==> src/rtl/sipo_frame_rx.sv <==
// Framed serial-in/parallel-out receiver: start, WIDTH data bits (LSB first),
// optional even parity, stop. A good word is presented with a one-cycle load pulse.
module sipo_frame_rx #(
  parameter int WIDTH     = 4,
  parameter int PARITY_EN = 1
) (
  input  logic             clk,
  input  logic             rst,
  input  logic             bit_en,
  input  logic             sin,
  output logic [WIDTH-1:0] data_out,
  output logic             load,
  output logic             frame_err,
  output logic             parity_err,
  output logic             busy
);

  localparam int CW = $clog2(WIDTH + 1);

  typedef enum logic [2:0] {
    IDLE   = 3'd0,
    DATA   = 3'd1,
    PARITY = 3'd2,
    STOP   = 3'd3,
    RESYNC = 3'd4
  } state_t;

  state_t           state, state_nx;
  logic [CW-1:0]    cnt, cnt_nx;
  logic [WIDTH-1:0] shreg, shreg_nx;
  logic             par_bad, par_bad_nx;
  logic [WIDTH-1:0] data_nx;
  logic             load_nx, frame_err_nx, parity_err_nx;

  // Even parity check: any odd count of ones across data and parity bit is a mismatch.
  function automatic logic parity_mismatch(input logic [WIDTH-1:0] d, input logic p);
    return ^{d, p};
  endfunction

  // State, datapath and registered output pulses.
  always_ff @(posedge clk) begin
    if (rst) begin
      state      <= IDLE;
      cnt        <= {CW{1'b0}};
      shreg      <= {WIDTH{1'b0}};
      par_bad    <= 1'b0;
      data_out   <= {WIDTH{1'b0}};
      load       <= 1'b0;
      frame_err  <= 1'b0;
      parity_err <= 1'b0;
      busy       <= 1'b0;
    end else begin
      state      <= state_nx;
      cnt        <= cnt_nx;
      shreg      <= shreg_nx;
      par_bad    <= par_bad_nx;
      data_out   <= data_nx;
      load       <= load_nx;
      frame_err  <= frame_err_nx;
      parity_err <= parity_err_nx;
      busy       <= (state_nx != IDLE);
    end
  end

  // Next-state and next-output logic; everything holds unless a strobe arrives.
  always_comb begin
    state_nx      = state;
    cnt_nx        = cnt;
    shreg_nx      = shreg;
    par_bad_nx    = par_bad;
    data_nx       = data_out;
    load_nx       = 1'b0;
    frame_err_nx  = 1'b0;
    parity_err_nx = 1'b0;
    if (bit_en) begin
      case (state)
        IDLE: begin
          if (!sin) begin
            state_nx   = DATA;
            cnt_nx     = {CW{1'b0}};
            par_bad_nx = 1'b0;
          end else begin
            state_nx = IDLE;
          end
        end
        DATA: begin
          shreg_nx = {sin, shreg[WIDTH-1:1]};
          cnt_nx   = cnt + CW'(1);
          if (cnt == CW'(WIDTH - 1)) begin
            state_nx = (PARITY_EN != 0) ? PARITY : STOP;
          end else begin
            state_nx = DATA;
          end
        end
        PARITY: begin
          par_bad_nx = parity_mismatch(shreg, sin);
          state_nx   = STOP;
        end
        STOP: begin
          if (sin) begin
            if (!par_bad) begin
              data_nx = shreg;
              load_nx = 1'b1;
            end else begin
              parity_err_nx = 1'b1;
            end
            state_nx = IDLE;
          end else begin
            frame_err_nx  = 1'b1;
            parity_err_nx = par_bad;
            state_nx      = RESYNC;
          end
        end
        RESYNC: begin
          // A low line here is a broken frame tail, never a start bit.
          if (sin) begin
            state_nx = IDLE;
          end else begin
            state_nx = RESYNC;
          end
        end
        default: begin
          state_nx = IDLE;
        end
      endcase
    end else begin
      state_nx = state;
    end
  end

endmodule

==> config.mk <==
export PLATFORM = sky130hd
export DESIGN_NAME = sipo_frame_rx
export DESIGN_NICKNAME = d
export VERILOG_FILES = /design/src/rtl/sipo_frame_rx.sv
export SDC_FILE = /design/constraint.sdc
export NUM_CORES = 1
export LEC_CHECK = 0
export ABC_AREA = 1
export CORE_UTILIZATION = 50
export DETAILED_ROUTE_END_ITERATION = 7
export PLACE_DENSITY_LB_ADDON = 0.1
export RECOVER_POWER = 100
export REMOVE_ABC_BUFFERS = 1
export SLEW_MARGIN = 30
export SYNTH_ARGS = -nofsm -noshare
export SYNTH_HDL_FRONTEND = slang
export SYNTH_SLANG_ARGS = --single-unit
==> constraint.sdc <==
create_clock -name clk -period 2.99 [get_ports clk]
set_clock_uncertainty 0.1 [all_clocks]
set_input_delay 0.598 -clock clk [delete_from_list [all_inputs] [get_ports clk]]
set_output_delay 0.598 -clock clk [all_outputs]
set_load 0.02 [all_outputs]
==> results.md <==
* Busiest grt layer: met2
* Area after DPL at 962 um^2
* Number of distinct library cells after synthesis at 19
* NetSw at 115 uW
* Synth top area share at 0.452
* Post-Route WL at 1.52 mm
* P per Cell Area at 448 mW/mm^2
* Global Route met2 Usage at 0.297
* Fin. Hold Viols at 0
* Critical path class: in2reg
* Gate Count Post-Synth at 118
* Drt wl/cell at 10.4 um
* Insertion delay to the later sink of the worst-skew pair at 300 ps
* Vias per std cell at 5.07
* Die Y at 43.0 um
* Num CTS Buffers at 3
* Postcts setup bufs at 0
* Area grow syn2layout at 16.7%
* Max-slew violations at 0
* P_int at 325 uW
* Starting Density at 0.545
* Seq cells post-synth at 19
* Tcrit/Tclk final at 0.774
* # fillers at 159
* Slew headroom at 0.685
* Critical Path AT at 2420 ps
* DIE WIDTH at 43.0 um
* CTS resizes at 0
* Leakage at 0.000477 uW
* Die Area at 0.00185 mm^2
* Met3 usage in global routing at 0.0426
* Worst EP required at 3090 ps
* Cell total after placement at 143
* Sequential fraction of design power at 0.602
* GR Overflow Total at 0
* Yosys warnings at 0
* Remaining DRCs at 0
* Fin crit period at 2310 ps
* Post-synthesis sequential area ratio at 0.452
* Number of global-route vias before repair at 688
* Fin area at 981 um^2
* Initial antenna violation count at 0
* Status: finished, final reports clean
* Largest cells by area after synthesis: dfxtp_1, nand2_1, o21ai_0, inv_1, nor2_1
* Antenna Cells at 0
* Pin count of the biggest net entering global routing at 15
* Vias at 746
* Final setup fails at 0
* FMAX at 0.432 GHz
* GP Congestion at 0.865
* Setup TNS at 0 ps
* Core area at 0.00154 mm^2
* Clock transition at path regs at 110 ps
* DR iter-0 viols at 24
* Row count at 14
* RSZ-0062 raised after global routing: no
* First-pass GRT wire length at 2.66 mm
* Largest area contributor in the netlist: dfxtp_1
* HPWL Detailed at 1.09 mm
* Clock root cell: clkbuf_4
* CTS max path bufs at 2
* Grt met1 use at 0.245
* Combinational Power Share at 0.098
* Worst-margin pin slew at 471 ps
* CP startpoint kind: primary input
* Setup slack, reg-to-reg at 1410 ps
* Clock tree from TritonCTS: built
* Number of max-cap violations at 0
* Clock share of power at 0.300
* H-tree Lvls at 1
* Fin cells at 147
* Clock sink count at 19
* NumNets Final at 138
* Cell Area, Synth at 841 um^2
* Share of layout cells above drive strength 1 at 0.0763
* GRT Resource Usage Total at 0.192
* HP Class: reg2reg
* Detail Route Antenna Nets at 0
* I/O Buffers at 11
* Peak VDD IR at 0.269 mV
* I/O pin cnt at 12
* CP max FO at 8
* Power Total at 440 uW
* Setup crit end kind: register
* Avg Inst Size Synth at 7.13 um^2
* Cts hold-fix bufs at 0
* Switching Fraction at 0.260
* Pre-antenna DRT Iters at 4
==> stage by stage <==
step / utilization / hold slack, ps / worst slack [ps]
after floorplan: - / 315 / 1670
after global placement: 0.624 / 346 / 834
after detailed placement: 0.624 / 340 / 848
after CTS: 0.642 / 357 / 1050
after global routing: 0.636 / 384 / 528
final: 0.636 / 365 / 677
==> worst paths after layout <==
kind                            depth (start not counted)             endpoint            startpoint
worst min register to register                          1      load$_SDFF_PP0_  par_bad$_SDFFE_PP0P_
worst max register to register                          8  cnt[1]$_SDFFE_PP0P_   state[1]$_SDFF_PP0_
worst min-delay path                                    1      load$_SDFF_PP0_  par_bad$_SDFFE_PP0P_
worst max-delay path                                    8  cnt[1]$_SDFFE_PP0P_                bit_en
==> cell usage in the layout (no fill, tap or decap) <==
| cell | n |
|---|---|
| a21oi_1 | 7 |
| a21oi_2 | 1 |
| clkbuf_4 | 3 |
| clkinv_2 | 1 |
| clkinvlp_2 | 1 |
| dfxtp_1 | 19 |
| dlygate4sd3_1 | 11 |
| ha_1 | 2 |
| inv_1 | 18 |
| inv_2 | 3 |
| nand2_1 | 20 |
| nand3_1 | 6 |
| nand3_2 | 1 |
| nand4_1 | 2 |
| nor2_1 | 18 |
| nor3_1 | 1 |
| o21ai_0 | 15 |
| or2_0 | 1 |
| xnor2_1 | 1 |
==> logic make-up (layout without fill, tap and decap cells) <==
kind of cell / count (synthesis) / in the layout / share of synthesized area
simple gates: 49 / 49 / 0.254
buf+inv: 24 / 37 / 0.112
compound gates: 23 / 23 / 0.141
flops: 19 / 19 / 0.452
fa+ha+maj: 2 / 2 / 0.0298
xor+xnor: 1 / 1 / 0.0104
==> metal layers <==
layer | share of wire | up-vias
li1 | - | 398
met1 | 0.46 | 316
met2 | 0.45 | 24
met3 | 0.060 | 8
met4 | 0.028 | 0
met5 | 0 | -
==> final cells by class <==
cell class | instances | area, um^2 | area share
multi-input combinational | 75 | 359 | 0.366
clock inverter | 1 | 5.00 | 0.00510
timing repair buffer | 11 | 110 | 0.112
tap | 16 | 20.0 | 0.0204
clock buffer | 3 | 22.5 | 0.0230
inverter | 22 | 83.8 | 0.0855
sequential | 19 | 380 | 0.388
==> Yosys cell counts, drive strengths merged <==
cell / count
ha: 2
buf: 1
or2: 1
a21oi: 8
clkbuf: 1
dfxtp: 19
xnor2: 1
nor2: 18
o21ai: 15
nor3: 1
nand2: 20
inv: 22
nand4: 2
nand3: 7
==> state kept, by name (all words and copies together), names as in the netlist <==
register	flops
busy	1
state	3
load	1
par_bad	1
cnt	3
data_out	4
frame_err	1
shreg	4
parity_err	1
==> power by group through the flow <==
stage	Sequential, uW	Clock (uW)	Combinational (uW)
global route	266	145	50.0
global placement	270	0	44.1
finish	265	132	43.2
floorplan	271	0	28.7
detailed placement	271	0	44.6
CTS	265	132	46.1
==> worst max-delay path: stages <==
cell	delay [ps]
dlygate4sd3_1	700
clkinvlp_2	250
nor2_1	430
inv_2	110
nand2_1	110
inv_1	60
a21oi_1	110
nor2_1	50
No activity file was read; power rests on OpenSTA's default activity.
